File: src/rtl/uart_pkg.sv
// Shared types and constants for the UART receive buffer controller.
// Latency: n/a (types and constants only).
// Backpressure: n/a.
package uart_pkg;

    // One start bit, eight data bits, one stop bit.
    localparam int unsigned BITS_PER_CHAR = 10;

    // RTS flow-control state; the encoding equals the o_rts_n level driven.
    typedef enum logic {
        RTS_ON  = 1'b0,
        RTS_OFF = 1'b1
    } rts_state_t;

    // Character-timeout state.
    typedef enum logic [1:0] {
        TO_IDLE  = 2'd0,
        TO_COUNT = 2'd1,
        TO_FIRED = 2'd2
    } to_state_t;

endpackage

File: src/rtl/uart_rx_ctrl_if.sv
// Bundle of receive-side, read-side and status signals of uart_rx_ctrl.
// Latency: n/a (wiring only).
// Backpressure: o_wr_ready / o_rts_n carry the buffer's backpressure.
// Ports: i_rx_dv/i_rx_byte (receiver strobe), o_wr_ready, o_rts_n,
//        i_rd_en/o_rd_data/o_empty/o_level (FWFT read side),
//        o_overrun/i_clr_overrun, i_irq_en/o_irq.
// Modports: slave = the controller, master = whoever drives it.
interface uart_rx_ctrl_if #(
    parameter int DEPTH = 16
);
    localparam int LW = $clog2(DEPTH) + 1;

    logic          i_rx_dv;
    logic [7:0]    i_rx_byte;
    logic          o_wr_ready;
    logic          o_rts_n;
    logic          i_rd_en;
    logic [7:0]    o_rd_data;
    logic          o_empty;
    logic [LW-1:0] o_level;
    logic          o_overrun;
    logic          i_clr_overrun;
    logic          i_irq_en;
    logic          o_irq;

    modport slave (
        input  i_rx_dv, i_rx_byte, i_rd_en, i_clr_overrun, i_irq_en,
        output o_wr_ready, o_rts_n, o_rd_data, o_empty, o_level, o_overrun, o_irq
    );

    modport master (
        output i_rx_dv, i_rx_byte, i_rd_en, i_clr_overrun, i_irq_en,
        input  o_wr_ready, o_rts_n, o_rd_data, o_empty, o_level, o_overrun, o_irq
    );
endinterface

File: src/rtl/uart_rx_fifo.sv
// Synchronous first-word-fall-through byte FIFO for the UART receive path.
// Latency: write visible on o_rd_data one cycle after the push edge; read is zero-cycle.
// Backpressure: a push while full is accepted only together with a pop (o_wr_ready = !full).
// Ports: i_Clock, rst (async active-low), i_wr_en/i_wr_data, i_rd_en/o_rd_data,
//        o_empty, o_full, o_wr_ready, o_level, o_push/o_pop (accepted ops this cycle).
module uart_rx_fifo #(
    parameter int DEPTH = 16
) (
    input  logic                   i_Clock,
    input  logic                   rst,
    input  logic                   i_wr_en,
    input  logic [7:0]             i_wr_data,
    input  logic                   i_rd_en,
    output logic [7:0]             o_rd_data,
    output logic                   o_empty,
    output logic                   o_full,
    output logic                   o_wr_ready,
    output logic [$clog2(DEPTH):0] o_level,
    output logic                   o_push,
    output logic                   o_pop
);
    localparam int AW = $clog2(DEPTH);
    localparam int LW = AW + 1;

    logic [7:0]    r_mem [DEPTH];
    logic [AW-1:0] r_wr_ptr;
    logic [AW-1:0] r_rd_ptr;
    logic [LW-1:0] r_level;

    logic w_full;
    logic w_empty;
    logic w_push;
    logic w_pop;

    assign w_full  = (r_level == LW'(DEPTH));
    assign w_empty = (r_level == '0);
    assign w_pop   = i_rd_en & ~w_empty;
    // When full, the slot freed by a same-cycle pop takes the new byte.
    assign w_push  = i_wr_en & (~w_full | i_rd_en);

    // Pointers are exactly AW bits wide, so the increments wrap modulo DEPTH.
    always_ff @(posedge i_Clock or negedge rst) begin
        if (!rst) begin
            r_wr_ptr <= '0;
            r_rd_ptr <= '0;
            r_level  <= '0;
        end else begin
            if (w_push) r_wr_ptr <= r_wr_ptr + 1'b1;
            if (w_pop)  r_rd_ptr <= r_rd_ptr + 1'b1;
            case ({w_push, w_pop})
                2'b10:   r_level <= r_level + 1'b1;
                2'b01:   r_level <= r_level - 1'b1;
                default: r_level <= r_level;
            endcase
        end
    end

    // Storage needs no reset: entries are only visible between the pointers.
    always_ff @(posedge i_Clock) begin
        if (w_push) r_mem[r_wr_ptr] <= i_wr_data;
    end

    assign o_rd_data  = w_empty ? 8'h00 : r_mem[r_rd_ptr];
    assign o_empty    = w_empty;
    assign o_full     = w_full;
    assign o_wr_ready = ~w_full;
    assign o_level    = r_level;
    assign o_push     = w_push;
    assign o_pop      = w_pop;
endmodule

File: src/rtl/uart_rx_ctrl.sv
// UART receive buffer controller: FWFT byte buffer, RTS hysteresis, sticky overrun, interrupt.
// Latency: status outputs register one cycle after the push/pop edge; o_rts_n/o_irq one more.
// Backpressure: o_rts_n throttles the link partner; bytes arriving while full without a pop are dropped.
// Ports: i_Clock, rst (async active-low), bus (uart_rx_ctrl_if.slave: receive, read, status, irq).
// Optional: define UART_RX_TIMEOUT_EN to build the character-timeout FSM (IDLE/COUNT/FIRED);
//           otherwise the timeout term of the interrupt is constant 0.
module uart_rx_ctrl
    import uart_pkg::*;
#(
    parameter int DEPTH        = 16,
    parameter int RTS_HI       = 12,
    parameter int RTS_LO       = 8,
    parameter int CLKS_PER_BIT = 87,
    parameter int TO_CHARS     = 4
) (
    input  logic          i_Clock,
    input  logic          rst,
    uart_rx_ctrl_if.slave bus
);
    localparam int LW = $clog2(DEPTH) + 1;

    logic [LW-1:0] w_level;
    logic [7:0]    w_rd_data;
    logic          w_empty;
    logic          w_full;
    logic          w_wr_ready;
    logic          w_push;
    logic          w_pop;
    logic          w_rts_hi;
    logic          w_rts_lo;
    logic          w_ovr_set;
    logic          w_timeout;

    rts_state_t    r_rts_state;
    logic          r_rts_n;
    logic          r_overrun;
    logic          r_irq;

    uart_rx_fifo #(
        .DEPTH (DEPTH)
    ) u_fifo (
        .i_Clock    (i_Clock),
        .rst        (rst),
        .i_wr_en    (bus.i_rx_dv),
        .i_wr_data  (bus.i_rx_byte),
        .i_rd_en    (bus.i_rd_en),
        .o_rd_data  (w_rd_data),
        .o_empty    (w_empty),
        .o_full     (w_full),
        .o_wr_ready (w_wr_ready),
        .o_level    (w_level),
        .o_push     (w_push),
        .o_pop      (w_pop)
    );

    assign w_rts_hi  = (w_level >= LW'(RTS_HI));
    assign w_rts_lo  = (w_level <= LW'(RTS_LO));
    // A byte is lost only if the buffer is full and nothing leaves this cycle.
    assign w_ovr_set = bus.i_rx_dv & w_full & ~bus.i_rd_en;

    // RTS hysteresis between the high and low watermarks.
    always_ff @(posedge i_Clock or negedge rst) begin
        if (!rst) begin
            r_rts_state <= RTS_ON;
            r_rts_n     <= 1'b0;
        end else begin
            case (r_rts_state)
                RTS_ON: if (w_rts_hi) begin
                    r_rts_state <= RTS_OFF;
                    r_rts_n     <= 1'b1;
                end
                RTS_OFF: if (w_rts_lo) begin
                    r_rts_state <= RTS_ON;
                    r_rts_n     <= 1'b0;
                end
                default: begin
                    r_rts_state <= RTS_ON;
                    r_rts_n     <= 1'b0;
                end
            endcase
        end
    end

    // A new overrun in the clear cycle wins over the clear.
    always_ff @(posedge i_Clock or negedge rst) begin
        if (!rst) begin
            r_overrun <= 1'b0;
        end else begin
            r_overrun <= w_ovr_set | (r_overrun & ~bus.i_clr_overrun);
        end
    end

`ifdef UART_RX_TIMEOUT_EN
    localparam int unsigned TO_LIMIT = TO_CHARS * BITS_PER_CHAR * CLKS_PER_BIT;
    localparam int          CW       = $clog2(TO_LIMIT);

    to_state_t     r_to_state;
    logic [CW-1:0] r_to_cnt;
    logic          w_activity;

    assign w_activity = w_push | w_pop;

    // r_to_cnt holds the number of idle clocks seen so far in COUNT.
    always_ff @(posedge i_Clock or negedge rst) begin
        if (!rst) begin
            r_to_state <= TO_IDLE;
            r_to_cnt   <= '0;
        end else begin
            case (r_to_state)
                TO_IDLE: if (!w_empty && !w_activity) begin
                    r_to_state <= TO_COUNT;
                    r_to_cnt   <= CW'(1);
                end
                TO_COUNT: begin
                    if (w_activity) begin
                        r_to_cnt <= '0;
                    end else if (w_empty) begin
                        r_to_state <= TO_IDLE;
                        r_to_cnt   <= '0;
                    end else if (r_to_cnt == CW'(TO_LIMIT - 1)) begin
                        r_to_state <= TO_FIRED;
                        r_to_cnt   <= '0;
                    end else begin
                        r_to_cnt <= r_to_cnt + 1'b1;
                    end
                end
                // Only draining data acknowledges a fired timeout.
                TO_FIRED: if (w_pop || w_empty) begin
                    r_to_state <= TO_IDLE;
                    r_to_cnt   <= '0;
                end
                default: begin
                    r_to_state <= TO_IDLE;
                    r_to_cnt   <= '0;
                end
            endcase
        end
    end

    assign w_timeout = (r_to_state == TO_FIRED);
`else
    logic [31:0] w_unused_cfg;
    logic        w_unused_act;

    assign w_timeout    = 1'b0;
    assign w_unused_cfg = TO_CHARS * BITS_PER_CHAR * CLKS_PER_BIT;
    assign w_unused_act = w_push | w_pop;
`endif

    always_ff @(posedge i_Clock or negedge rst) begin
        if (!rst) begin
            r_irq <= 1'b0;
        end else begin
            r_irq <= bus.i_irq_en & (w_rts_hi | r_overrun | w_timeout);
        end
    end

    assign bus.o_rd_data  = w_rd_data;
    assign bus.o_empty    = w_empty;
    assign bus.o_wr_ready = w_wr_ready;
    assign bus.o_level    = w_level;
    assign bus.o_rts_n    = r_rts_n;
    assign bus.o_overrun  = r_overrun;
    assign bus.o_irq      = r_irq;
endmodule

File: src/flat_wrapper.sv
// flat-port wrapper written by rule: the top's interface ports become plain ports
module uart_rx_ctrl_flat import uart_pkg::*;
#(
    parameter int DEPTH        = 16,
    parameter int RTS_HI       = 12,
    parameter int RTS_LO       = 8,
    parameter int CLKS_PER_BIT = 87,
    parameter int TO_CHARS     = 4
)
  (i_Clock, rst, bus_i_rx_dv, bus_i_rx_byte, bus_i_rd_en, bus_i_clr_overrun, bus_i_irq_en, bus_o_wr_ready, bus_o_rts_n, bus_o_rd_data, bus_o_empty, bus_o_level, bus_o_overrun, bus_o_irq);
  uart_rx_ctrl_if #(.DEPTH(DEPTH)) bus_i ();
  input  logic i_Clock;
  input  logic rst;
  input wire logic [$bits(bus_i.i_rx_dv)-1:0] bus_i_rx_dv;
  input wire logic [$bits(bus_i.i_rx_byte)-1:0] bus_i_rx_byte;
  input wire logic [$bits(bus_i.i_rd_en)-1:0] bus_i_rd_en;
  input wire logic [$bits(bus_i.i_clr_overrun)-1:0] bus_i_clr_overrun;
  input wire logic [$bits(bus_i.i_irq_en)-1:0] bus_i_irq_en;
  output wire logic [$bits(bus_i.o_wr_ready)-1:0] bus_o_wr_ready;
  output wire logic [$bits(bus_i.o_rts_n)-1:0] bus_o_rts_n;
  output wire logic [$bits(bus_i.o_rd_data)-1:0] bus_o_rd_data;
  output wire logic [$bits(bus_i.o_empty)-1:0] bus_o_empty;
  output wire logic [$bits(bus_i.o_level)-1:0] bus_o_level;
  output wire logic [$bits(bus_i.o_overrun)-1:0] bus_o_overrun;
  output wire logic [$bits(bus_i.o_irq)-1:0] bus_o_irq;
  assign bus_i.i_rx_dv = bus_i_rx_dv;
  assign bus_i.i_rx_byte = bus_i_rx_byte;
  assign bus_i.i_rd_en = bus_i_rd_en;
  assign bus_i.i_clr_overrun = bus_i_clr_overrun;
  assign bus_i.i_irq_en = bus_i_irq_en;
  assign bus_o_wr_ready = bus_i.o_wr_ready;
  assign bus_o_rts_n = bus_i.o_rts_n;
  assign bus_o_rd_data = bus_i.o_rd_data;
  assign bus_o_empty = bus_i.o_empty;
  assign bus_o_level = bus_i.o_level;
  assign bus_o_overrun = bus_i.o_overrun;
  assign bus_o_irq = bus_i.o_irq;
  uart_rx_ctrl #(.DEPTH(DEPTH), .RTS_HI(RTS_HI), .RTS_LO(RTS_LO), .CLKS_PER_BIT(CLKS_PER_BIT), .TO_CHARS(TO_CHARS)) u_core (.i_Clock(i_Clock), .rst(rst), .bus(bus_i));
endmodule
File: config.mk
export PLATFORM = sky130hd
export DESIGN_NAME = uart_rx_ctrl_flat
export DESIGN_NICKNAME = d
export VERILOG_FILES = /design/src/rtl/uart_pkg.sv /design/src/rtl/uart_rx_ctrl_if.sv /design/src/rtl/uart_rx_fifo.sv /design/src/rtl/uart_rx_ctrl.sv /design/src/flat_wrapper.sv
export SDC_FILE = /design/constraint.sdc
export NUM_CORES = 1
export LEC_CHECK = 0
export ABC_AREA = 0
export BUFFER_PORTS_ARGS = -buffer_cell sky130_fd_sc_hd__buf_2
export CAP_MARGIN = 20
export CORE_MARGIN = 10
export CORE_UTILIZATION = 63
export CTS_BUF_LIST = sky130_fd_sc_hd__clkbuf_8
export DETAILED_ROUTE_END_ITERATION = 6
export PLACE_DENSITY = 0.82
export SLEW_MARGIN = 20
export SYNTH_ARGS = -nofsm -noshare
export SYNTH_HDL_FRONTEND = slang
export SYNTH_SLANG_ARGS = --single-unit
File: constraint.sdc
create_clock -name i_Clock -period 3.55 [get_ports i_Clock]
set_input_delay 0.355 -clock i_Clock [delete_from_list [all_inputs] [get_ports i_Clock]]
set_output_delay 0.355 -clock i_Clock [all_outputs]
set_load 0.01 [all_outputs]
==> flow_summary.rst, run 1 <==
.. list-table::
   :header-rows: 1

   * - Metric
     - Value
   * - Routed WL per cell
     - ~22 um
   * - List of cells traversed by the critical path
     - nor2_1, a31oi_2, inv_2, ha_1, xor2_1, ha_1, a21oi_1, or3b_2, a31oi_1, xor2_1
   * - Cell variety after synth
     - 43
   * - Via count normalized by instance count
     - 5.982
   * - Iteration-0 DRC Markers
     - 284
   * - Initial antenna violation count
     - 0
   * - Fraction of synthesized cell area taken by the top area cell type
     - between 60% and 70%
   * - Clock tree from TritonCTS
     - yes
   * - Routed via count
     - 3045
   * - HP Start
     - bus_i_clr_overrun
   * - Capturing element type of the critical path
     - register
   * - Max H-tree Level
     - 4
   * - Worst flop-to-flop path startpoint
     - u_core.u_fifo.o_level[2]$_DFFE_PN0P_
   * - Static leakage power
     - 2.341 nW
   * - Data required time at the worst endpoint
     - 3.89 ns
   * - Setup violation total in the final timing report
     - 0
   * - Proportion of layout cells with a drive suffix above 1
     - around 29%
   * - Setup repair after global routing missed its margin
     - false
   * - Mapped Area
     - between 6000 and 7000 um^2
   * - Drt pass-1 iters
     - 5
   * - Seq/Total Area, Yosys
     - 70.48%
   * - Slew Limit Headroom
     - 36.46%
   * - Launching instance or port of the critical path
     - u_core.u_fifo.o_level[2]$_DFFE_PN0P_
   * - Wire length of the first global-routing pass
     - 17940 um
   * - Insertion delay to the later sink of the worst-skew pair
     - 0.42 ns
   * - Number of nets with antenna violations after routing
     - 0
   * - Achievable frequency
     - 0.3249 GHz
   * - Highest net fanout along the worst path
     - 13
   * - Die outline area
     - 13940 um^2
   * - Type of origin of the critical path
     - register
   * - Cell taking the most area after synthesis
     - sky130_fd_sc_hd__edfxtp_1
   * - Critical path class
     - register to register
   * - Endpoints failing hold
     - 0
   * - Number of buffers added by the clock tree synthesis step
     - 17
   * - Placement Rows
     - 35
   * - Post-synth EDFFs
     - approximately 130
   * - Post-synthesis async set-or-reset flop share
     - 11.72%
   * - Die Span Y
     - 118.1 um
   * - Max-slew violation count
     - 0
   * - Number of buffers between clock root and the deepest sink
     - 2
   * - Core ar.
     - 9284 um^2
   * - Root buffer selected by CTS
     - sky130_fd_sc_hd__clkbuf_8
   * - Count of state elements after synthesis
     - between 100 and 150
   * - Setup_tns
     - 0 ns
   * - Worst hold slack after final layout
     - 0.1095 ns
   * - Final #Nets
     - 389
   * - Post-CTS sizing
     - 0
   * - Number of global-route vias before repair
     - 3199
   * - Total detailed-routing wirelength
     - 11060 um
   * - Total number of clock tree sinks
     - 145
   * - Delay contributed by the slowest stage of the critical path
     - 0.51 ns
   * - Power per standard cell area
     - 779.2 nW/um^2
   * - Count of mapped cells out of synthesis
     - 323
   * - Maximum number of pins on one net before global-route repair
     - 36
   * - Clock transition at the register clock pins on the worst setup and hold paths after CTS
     - roughly 0.070 ns
   * - Number of antenna repair diodes
     - 0
   * - Layout Skew
     - 0.009881 ns
   * - Total of buffers placed on input and output ports
     - 31
   * - Synth Warn #
     - 0
   * - Net Count, Synth
     - 345
   * - Run status
     - complete, no violations
   * - Transition time at the pin with the least slew margin
     - 0.9532 ns
   * - Max rail drop VDD
     - 0.5356 mV
   * - Top cells by area, synth
     - sky130_fd_sc_hd__edfxtp_1 63%, sky130_fd_sc_hd__mux4_2 8.9%, sky130_fd_sc_hd__dfrtp_1 7.0%, sky130_fd_sc_hd__mux4_1 3.5%, sky130_fd_sc_hd__mux2_2 1.9%
   * - Number of buffers and inverters on the critical path
     - 1
   * - Total congestion overflow after global routing
     - 0
   * - Tmin final
     - 3.078 ns
   * - Syn-to-layout area delta
     - 10.56%
   * - Crit path max-delay cell type
     - sky130_fd_sc_hd__dfrtp_1
   * - Dominant register cell in the synthesized netlist
     - sky130_fd_sc_hd__edfxtp_1
   * - Die boundary width
     - 118.1 um
   * - Max-capacitance violation count
     - 0
   * - Detailed Place HPWL
     - slightly below 7000 um
   * - Initial Utilization
     - 65.24%
   * - Share of the clock period used by the worst path
     - 86.70%
   * - Average instance area after synthesis
     - 18.75 um^2
   * - Leading cell type in the layout, fill and taps excluded
     - sky130_fd_sc_hd__edfxtp_1
   * - Ports placed on the boundary
     - 32
   * - Most frequent cells in the layout
     - 128 x sky130_fd_sc_hd__edfxtp_1, 31 x sky130_fd_sc_hd__buf_2, 24 x sky130_fd_sc_hd__mux4_2
   * - Placer's final routability congestion estimate
     - 0.8125
   * - Cell type group with the largest total delay on the critical path
     - simple AND/OR/NAND/NOR gates
   * - Post-route DRC violation count
     - 0
   * - Endpoint arrival time on the critical path
     - 3.42 ns
   * - Combined global-route utilization of all metal layers
     - 16.66%
   * - Type of the tightest min-delay check
     - primary input to register
## state kept, by name, indices dropped and copies added, names as in the netlist
register,cells
u_core.u_fifo.r_mem,128
u_core.u_fifo.o_level,5
u_core.bus.o_irq,1
u_core.u_fifo.r_wr_ptr,4
u_core.bus.o_overrun,1
u_core.bus.o_rts_n,1
u_core.u_fifo.r_rd_ptr,4
u_core.r_rts_state,1
## stage by stage
step / area (um^2) / instances / worst slack [ns] / util, % / power [W]
after CTS: 6696 / 509 / 0.4906 / 72.13 / 0.005262
after global placement: 6309 / 476 / 0.6666 / 67.95 / 0.003987
final: 6696 / 509 / 0.4723 / 72.13 / 0.005218
after detailed placement: 6309 / 476 / 0.5224 / 67.95 / 0.004046
after global routing: 6696 / 509 / 0.1833 / 72.13 / 0.005508
after floorplan: 6057 / 323 / 0.8069 / - / 0.003621
## power by group
group / leakage (nW) / total, W / switching [W] / internal (W)
combinational: 0.795 / 0.00165 / 0.000840 / 0.000811
clock: 0.188 / 0.00122 / 0.000604 / 0.000619
sequential: 1.36 / 0.00234 / 0.000252 / 0.00209
## synthesized netlist by cell type (all sizes together) (5+ instances only)
cell type	n
nor2	8
mux4	32
xor2	6
a21oi	14
o21ai	11
mux2	10
inv	11
nor3	6
ha	8
nand3	5
mux2i	8
and2	5
clkbuf	8
dfrtp	17
edfxtp	128
xnor2	6
buf	12
## cells by family after synthesis
kind of cell	Yosys count	synth area share, %
AOI/OAI and AO/OA	34	3.305
xor gates and xnor gates	12	1.735
adders and majority gates	8	1.653
buffers and inverters	31	3.367
DFF	145	70.48
muxes	50	15.58
and+or+nand+nor	43	3.883
## worst register-to-register path, delay by kind of cell, from the launching register on
kind                     cells  cell delay [ns]
buffers and inverters        1             0.17
adder cells (fa/ha/maj)      2             0.59
XOR/XNOR                     2             0.36
AND/OR/NAND/NOR              2             0.81
AO/OA/AOI/OAI                3             0.58
flip-flops                   1             0.51
## final timing paths
check	endpoint	slack [ns]	cells after the start
max in group asynchronous	u_core.u_fifo.r_rd_ptr[3]$_DFFE_PN0P_	2.87	2
setup reg to reg	u_core.u_fifo.o_level[4]$_DFFE_PN0P_	0.47	10
setup / recovery	u_core.u_fifo.o_level[4]$_DFFE_PN0P_	0.47	10
hold reg to reg	u_core.bus.o_rts_n$_DFFE_PN0P_	0.48	1
hold / removal	u_core.bus.o_overrun$_DFF_PN0_	0.11	2
min in group asynchronous	u_core.u_fifo.r_wr_ptr[1]$_DFFE_PN0P_	0.40	2
## repair_timing
item,4_1_cts,5_1_grt
hold buffers,1,0
endpoints found under the hold margin,17,0
setup buffers,0,0
setup endpoints to repair,0,0
## layer usage
metal / GRT usage, % / share of wire, % / vias to the layer above
met5: 0 / 0 / -
met4: 4.946 / 1.0 / 0
met3: 5.180 / 6.7 / 9
met2: 26.75 / 50 / 119
met1: 21.35 / 42 / 1544
li1: - / - / 1373
## layout make-up
class                           instances  area, um^2
Clock buffer                           17       234.0
Clock inverter                         15       143.9
Fill cell                             573        2587
Tap cell                              129       161.4
Timing Repair Buffer                   45       262.8
Multi-Input combinational cell        147        1584
Inverter                               11       41.29
Sequential cell                       145        4269
(Power assumes the default switching activity.)
==> run 2: changes to the inputs <==
--- a/config.mk
+++ b/config.mk
@@ -12,7 +12,7 @@
 export CORE_UTILIZATION = 63
 export CTS_BUF_LIST = sky130_fd_sc_hd__clkbuf_8
 export DETAILED_ROUTE_END_ITERATION = 6
-export PLACE_DENSITY = 0.82
+export PLACE_DENSITY = 0.84
 export SLEW_MARGIN = 20
 export SYNTH_ARGS = -nofsm -noshare
 export SYNTH_HDL_FRONTEND = slang
==> run 2 against run 1 <==
Sequential power is essentially flat. Fmax shrank 1.6%. Final cell count unchanged. Setup slack lost 0.050 ns. Largest power group unchanged.
==> flow_summary.rst, run 2 (synthesis gave the netlist of run 1 again) <==
.. list-table::
   :header-rows: 1

   * - Metric
     - Value
   * - Run status
     - complete, no violations
   * - Setup repair after global routing missed its margin
     - false
   * - Non-filler cells in the finished layout
     - 509 (unchanged)
   * - Capturing element type of the critical path
     - register
   * - Total number of clock tree sinks
     - 145 (unchanged)
   * - Number of buffers added by the clock tree synthesis step
     - 17 (unchanged)
   * - Type of origin of the critical path
     - register
   * - Clock transition at the register clock pins on the worst setup and hold paths after CTS
     - 0.08 ns (about the same)
   * - Number of antenna repair diodes
     - 0 (unchanged)
   * - Initial antenna violation count
     - 0 (unchanged)
   * - Wire length of the first global-routing pass
     - 18400 um (+2.6%)
   * - Reg with most FFs
     - u_core.u_fifo.r_mem
   * - Combined global-route utilization of all metal layers
     - 17.14% (+0.48 points)
   * - Slew Limit Headroom
     - 38.33% (+1.9 points)
   * - Type of the tightest min-delay check
     - primary input to register
   * - Most frequent cells in the layout
     - 128 x sky130_fd_sc_hd__edfxtp_1, 31 x sky130_fd_sc_hd__buf_2, 24 x sky130_fd_sc_hd__mux4_2
   * - Die Span Y
     - 118.1 um (unchanged)
   * - Total congestion overflow after global routing
     - 0 (unchanged)
   * - Number of buffers between clock root and the deepest sink
     - 2 (unchanged)
   * - Total detailed-routing wirelength
     - 11440 um (+3.4%)
   * - Number of global-route vias before repair
     - 3332 (+4.2%)
   * - Maximum number of pins on one net before global-route repair
     - 31 (-14%)
   * - Endpoint arrival time on the critical path
     - 3.48 ns (+0.06 ns)
   * - Root buffer selected by CTS
     - sky130_fd_sc_hd__clkbuf_8
   * - Setup_tns
     - 0 ns (unchanged)
   * - Drt pass-1 iters
     - 4 (-1)
   * - Transition time at the pin with the least slew margin
     - 0.9216 ns (-0.03153 ns)
   * - Via count normalized by instance count
     - 6.055 (+1.2%)
   * - Setup Buffers After CTS
     - 0 (unchanged)
   * - Register-to-register path setup slack
     - 0.42 ns (-0.05 ns)
   * - Total power after layout
     - 0.005276 W (+1.1%)
   * - Syn-to-layout area delta
     - 11.24%
   * - Data required time at the worst endpoint
     - 3.90 ns (about the same)
   * - Placer's final routability congestion estimate
     - 0.8241 (+1.4%)
   * - Initial Utilization
     - 65.24% (unchanged)
   * - Routed via count
     - 3082 (+1.2%)
   * - Number of nets with antenna violations after routing
     - 0 (unchanged)
   * - Routed WL per cell
     - 22.47 um (+3.4%)
   * - Max-capacitance violation count
     - 0 (unchanged)
   * - Layout Skew
     - 0.01244 ns (+0.002560 ns)
   * - Achievable frequency
     - 0.3197 GHz (-1.6%)
   * - Share of the clock period used by the worst path
     - 88.11% (+1.4 points)
   * - Endpoints failing hold
     - 0 (unchanged)
   * - Max H-tree Level
     - 4 (unchanged)
   * - Clock tree from TritonCTS
     - yes
   * - Total instance count after detailed placement
     - 476 (unchanged)
   * - Post-route DRC violation count
     - 0 (unchanged)
   * - Proportion of layout cells with a drive suffix above 1
     - 30.26% (+0.79 points)
   * - Largest register FFs
     - 128 (unchanged)
   * - Static leakage power
     - 2.347 nW (+0.22%)
   * - Max rail drop VDD
     - 0.6066 mV (+13%)
   * - Final core utilization
     - 72.57% (+0.44 points)
   * - Core ar.
     - 9284 um^2 (unchanged)
   * - Die boundary width
     - 118.1 um (unchanged)
   * - Leading cell type in the layout, fill and taps excluded
     - sky130_fd_sc_hd__edfxtp_1
   * - Iteration-0 DRC Markers
     - 274 (-3.5%)
   * - Power per standard cell area
     - 783.0 nW/um^2 (+0.48%)
   * - Setup violation total in the final timing report
     - 0 (unchanged)
   * - Total of buffers placed on input and output ports
     - 31 (unchanged)
   * - Insertion delay to the later sink of the worst-skew pair
     - 0.44 ns (+0.02 ns)
   * - Critical path class
     - register to register
   * - Highest net fanout along the worst path
     - 13 (unchanged)
   * - Placement Rows
     - 35 (unchanged)
   * - Fin worst setup slack
     - 0.4220 ns (-0.05028 ns)
   * - Final #Nets
     - 389 (unchanged)
   * - Max-slew violation count
     - 0 (unchanged)
   * - Ports placed on the boundary
     - 32 (unchanged)
   * - Tmin final
     - 3.128 ns (+0.05028 ns)
   * - Setup WS pre-CTS
     - 0.4575 ns (-0.06496 ns)
   * - Die outline area
     - 13940 um^2 (unchanged)
   * - Detailed Place HPWL
     - 7334 um (+5.9%)
-- run 2: cell counts in the layout (fill, tap and decap cells not counted) --
Identical to the previous run, type by type.
-- run 2: final cells by class --
class | count | area (um^2)
Sequential cell | 145 | 4269
Fill cell | 556 | 2546
Multi-Input combinational cell | 147 | 1597
Timing Repair Buffer | 45 | 275.3
Clock buffer | 17 | 234.0
Tap cell | 129 | 161.4
Clock inverter | 15 | 160.2
Inverter | 11 | 41.29
-- run 2: per-stage QoR --
stage / instance area (um^2) / hold WS [ns]
floorplan: 6057 / 0.05941
global placement: 6334 / 0.2943
detailed placement: 6334 / 0.3034
CTS: 6738 / 0.1023
global route: 6738 / 0.1027
finish: 6738 / 0.1056
-- run 2: metal layers --
metal	routed length, um	global-route usage [%]	part of all wire [%]
met1	4639	21.08	41
met2	5895	27.76	52
met3	737	5.516	6.4
met4	165	6.337	1.4
met5	0	0	0
-- run 2: power breakdown --
| group | leakage [nW] | internal [W] | switching, W |
|---|---|---|---|
| logic | 0.800 | 0.000827 | 0.000821 |
| clock network | 0.188 | 0.000629 | 0.000626 |
| registers | 1.36 | 0.00209 | 0.000279 |
| total | 2.35 | 0.00355 | 0.00173 |
-- run 2: repair_timing --
item	CTS	global route
hold endpoints to repair	17	0
resized for setup	0	0
hold buffers	1	0
-- run 2: critical path: stages (launching register included) --
cell and delay, ns:
sky130_fd_sc_hd__dfrtp_1 0.58, sky130_fd_sc_hd__nor2_1 0.18, sky130_fd_sc_hd__a31oi_2 0.43, sky130_fd_sc_hd__inv_2 0.16, sky130_fd_sc_hd__ha_1 0.34, sky130_fd_sc_hd__xor2_1 0.17
sky130_fd_sc_hd__ha_1 0.25, sky130_fd_sc_hd__a21oi_1 0.09, sky130_fd_sc_hd__or3b_2 0.45, sky130_fd_sc_hd__a31oi_1 0.22, sky130_fd_sc_hd__xor2_1 0.18
-- run 2: final timing paths --
| kind | end | cells past startpoint | startpoint |
|---|---|---|---|
| min in group asynchronous | u_core.bus.o_irq$_DFF_PN0_ | 2 | rst |
| setup reg to reg | u_core.u_fifo.o_level[4]$_DFFE_PN0P_ | 10 | u_core.u_fifo.o_level[2]$_DFFE_PN0P_ |
| hold reg to reg | u_core.bus.o_rts_n$_DFFE_PN0P_ | 1 | u_core.r_rts_state$_DFF_PN0_ |
| setup / recovery | u_core.u_fifo.o_level[4]$_DFFE_PN0P_ | 10 | u_core.u_fifo.o_level[2]$_DFFE_PN0P_ |
| hold / removal | u_core.bus.o_overrun$_DFF_PN0_ | 2 | bus_i_clr_overrun |
| max in group asynchronous | u_core.u_fifo.r_rd_ptr[2]$_DFFE_PN0P_ | 2 | rst |
==> run 3: changes to the inputs <==
==> constraint.sdc (replaced) <==
create_clock -name i_Clock -period 3.55 [get_ports i_Clock]
set_input_delay 1.065 -clock i_Clock [delete_from_list [all_inputs] [get_ports i_Clock]]
set_output_delay 1.065 -clock i_Clock [all_outputs]
set_load 0.01 [all_outputs]
==> run 3 against run 2 <==
Combinational power is 8% higher. Sequential power is 2% lower. Fmax down 8.4%. Critical path depth down 4. First-iteration DRC count is 27% higher. Clock-buffer cell count increased by 1. Global-route usage down 0.055 points. Clock skew down 0.0041 ns. Clock power barely moved. Via count rose by 2.1%. Setup slack lost 0.29 ns. Critical path type is now register to output pin. Largest cell class unchanged. Largest power group unchanged. Highest routed layer unchanged.
==> flow_summary.rst, run 3 (synthesis gave the netlist of run 1 again) <==
.. list-table::
   :header-rows: 1

   * - Metric
     - Value
   * - Setup WS pre-CTS
     - 0.1359 ns (-0.3215 ns)
   * - Wire length of the first global-routing pass
     - 18130 um (-1.5%)
   * - Clock transition at the register clock pins on the worst setup and hold paths after CTS
     - 0.08 ns (about the same)
   * - Register area
     - 4270 um^2 (about the same)
   * - Highest net fanout along the worst path
     - 17 (+4)
   * - Clock tree from TritonCTS
     - yes
   * - Reg with most FFs
     - u_core.u_fifo.r_mem
   * - Final Instance Area
     - 6843 um^2 (+1.6%)
   * - Number of buffers added by the clock tree synthesis step
     - 17 (unchanged)
   * - Number of nets with antenna violations after routing
     - 0 (unchanged)
   * - Tmin final
     - 3.414 ns (+0.2863 ns)
   * - Root buffer selected by CTS
     - sky130_fd_sc_hd__clkbuf_8
   * - Max-slew violation count
     - 0 (unchanged)
   * - Cell internal power dissipation
     - 0.003656 W (+3.0%)
   * - Portion of total power attributed to combinational logic
     - 33.1% (+1.9 points)
   * - Worst flop-to-flop path startpoint
     - u_core.u_fifo.o_level[2]$_DFFE_PN0P_
   * - Capturing element type of the critical path
     - output pin
   * - Die boundary width
     - 118.1 um (unchanged)
   * - Ports placed on the boundary
     - 32 (unchanged)
   * - Slew Limit Headroom
     - 57.90% (+20 points)
   * - Type of origin of the critical path
     - register
   * - Endpoint of the most critical register-to-register path
     - u_core.u_fifo.o_level[4]$_DFFE_PN0P_
   * - Routed via count
     - 3146 (+2.1%)
   * - Most frequent cells in the layout
     - 128 x sky130_fd_sc_hd__edfxtp_1, 31 x sky130_fd_sc_hd__buf_2, 24 x sky130_fd_sc_hd__mux4_2
   * - Number of global-route vias before repair
     - 3309 (-0.69%)
   * - Initial Utilization
     - 65.24% (unchanged)
   * - Total detailed-routing wirelength
     - 11460 um (+0.21%)
   * - Static leakage power
     - 2.415 nW (+2.9%)
   * - Worst Hold Path EP
     - u_core.bus.o_rts_n$_DFFE_PN0P_
   * - Drt pass-1 iters
     - 5 (+1)
   * - Data required time at the worst endpoint
     - 2.48 ns (-1.42 ns)
   * - Power per standard cell area
     - 788.5 nW/um^2 (+0.70%)
   * - Endpoint arrival time on the critical path
     - 2.35 ns (-1.13 ns)
   * - Detailed Place HPWL
     - 7285 um (-0.67%)
   * - Core ar.
     - 9284 um^2 (unchanged)
   * - Initial antenna violation count
     - 0 (unchanged)
   * - Switching share of power
     - 32.23% (-0.50 points)
   * - Largest register FFs
     - 128 (unchanged)
   * - Number of fill cells in the layout
     - 538 (-3.2%)
   * - Sequential Power Share
     - 43.1% (-1.9 points)
   * - Placement Rows
     - 35 (unchanged)
   * - Insertion delay to the later sink of the worst-skew pair
     - 0.43 ns (about the same)
   * - Setup_tns
     - 0 ns (unchanged)
   * - Maximum number of pins on one net before global-route repair
     - 25 (-19%)
   * - Combined global-route utilization of all metal layers
     - 17.09% (-0.055 points)
   * - Run status
     - complete, no violations
   * - Via count normalized by instance count
     - 6.109 (+0.89%)
   * - Transition time at the pin with the least slew margin
     - 0.6315 ns (-0.2902 ns)
   * - Setup violation total in the final timing report
     - 0 (unchanged)
   * - Register-to-register path setup slack
     - 0.49 ns (+0.07 ns)
   * - Total of buffers placed on input and output ports
     - 31 (unchanged)
   * - Achievable frequency
     - 0.2929 GHz (-8.4%)
   * - Critical path class
     - register to output pin
   * - Iteration-0 DRC Markers
     - 347 (+27%)
   * - Final #Nets
     - 395 (+1.5%)
   * - Layout Skew
     - 0.008310 ns (-0.004131 ns)
   * - Endpoints failing hold
     - 0 (unchanged)
   * - Max-capacitance violation count
     - 0 (unchanged)
   * - Syn-to-layout area delta
     - 12.97%
   * - Leading cell type in the layout, fill and taps excluded
     - sky130_fd_sc_hd__edfxtp_1
   * - Fin worst setup slack
     - 0.1357 ns (-0.2863 ns)
   * - Post-placement cell area
     - 6396 um^2 (+0.99%)
   * - Net switching power
     - 0.001739 W (+0.71%)
   * - HP Start
     - u_core.r_rts_state$_DFF_PN0_
   * - Max rail drop VDD
     - 0.5952 mV (-1.9%)
   * - Number of buffers between clock root and the deepest sink
     - 2 (unchanged)
   * - Die outline area
     - 13940 um^2 (unchanged)
   * - Type of the tightest min-delay check
     - register to register
   * - R2R depth
     - 11 (+1)
   * - Post-route DRC violation count
     - 0 (unchanged)
   * - Placer's final routability congestion estimate
     - 0.8118 (-1.5%)
   * - Worst hold path cell count
     - 1 (-1)
   * - Clock power share
     - 23.7% (about the same)
   * - Number of buffers inserted for hold repair after clock tree synthesis
     - 0 (-1)
   * - Total number of clock tree sinks
     - 145 (unchanged)
   * - Total power after layout
     - 0.005395 W (+2.3%)
   * - Routed WL per cell
     - 22.25 um (-0.96%)
   * - Share of the clock period used by the worst path
     - 96.18% (+8.1 points)
   * - Area used by multi-input combinational logic
     - 1597 um^2 (unchanged)
   * - Max H-tree Level
     - 4 (unchanged)
   * - Total congestion overflow after global routing
     - 0 (unchanged)
   * - Proportion of layout cells with a drive suffix above 1
     - 32.12% (+1.9 points)
   * - Die Span Y
     - 118.1 um (unchanged)
   * - Setup repair after global routing missed its margin
     - false
   * - Number of antenna repair diodes
     - 0 (unchanged)
run 3: metal layers:
layer  vias to the layer above  track usage [%]  share of wire (%)
met5                         -                0                  0
met1                      1611            20.69                 39
met2                       134            28.92                 53
li1                       1391                -                  -
met3                        10            5.036                6.5
met4                         0            5.100                1.1
run 3: worst max path at each step:
stage	startpoint	endpoint	slack, ns	cells past startpoint
floorplan	bus_i_rd_en	u_core.u_fifo.o_level[4]$_DFFE_PN0P_	0.31	11
global placement	bus_i_rd_en	u_core.u_fifo.o_level[4]$_DFFE_PN0P_	0.29	11
detailed placement	bus_i_rd_en	u_core.u_fifo.o_level[4]$_DFFE_PN0P_	0.14	11
CTS	u_core.u_fifo.r_rd_ptr[1]$_DFFE_PN0P_	bus_o_rd_data[7]	0.05	6
global route	u_core.u_fifo.r_rd_ptr[1]$_DFFE_PN0P_	bus_o_rd_data[7]	0.02	6
finish	u_core.u_fifo.r_rd_ptr[1]$_DFFE_PN0P_	bus_o_rd_data[3]	0.14	6
run 3: timing repair:
| item | CTS | global route |
|---|---|---|
| pin swaps | 0 | 0 |
| cloned | 1 | 0 |
| endpoints found under the hold margin | 0 | 0 |
| gates resized for setup | 1 | 0 |
| endpoints found under the setup margin | 2 | 2 |
| buffers inserted | 0 | 1 |
run 3: cell type report:
cell class                 count  area share [%]
inverter                      11          0.6034
timing repair buffer          51           5.376
clock buffer                  18           3.620
multi-input combinational    147           23.33
sequential                   145           62.41
tap                          129           2.359
clock inverter                14           2.304
run 3: metrics by stage:
step	hold slack [ns]	utilization (%)	instances
floorplan	0.4399	-	323
detailed placement	0.4590	68.89	481
CTS	0.4693	73.63	514
finish	0.4653	73.71	515
global placement	0.4560	68.89	481
global route	0.4903	73.71	515
run 3: critical path, stage by stage, from the launching register on:
cell,delay [ns]
sky130_fd_sc_hd__dfrtp_2,0.39
sky130_fd_sc_hd__buf_12,0.18
sky130_fd_sc_hd__mux4_1,0.60
sky130_fd_sc_hd__mux2_2,0.28
sky130_fd_sc_hd__o21ai_0,0.18
sky130_fd_sc_hd__a21oi_1,0.08
sky130_fd_sc_hd__buf_2,0.19
run 3: power by group through the flow:
| stage | clock network, W | registers, W | logic [W] |
|---|---|---|---|
| 2_1_floorplan | 0 | 0.00222 | 0.00140 |
| 3_3_place_gp | 0 | 0.00234 | 0.00169 |
| 3_5_place_dp | 0 | 0.00236 | 0.00174 |
| 4_1_cts | 0.00130 | 0.00233 | 0.00180 |
| 5_1_grt | 0.00138 | 0.00236 | 0.00195 |
| 6_report | 0.00128 | 0.00233 | 0.00179 |
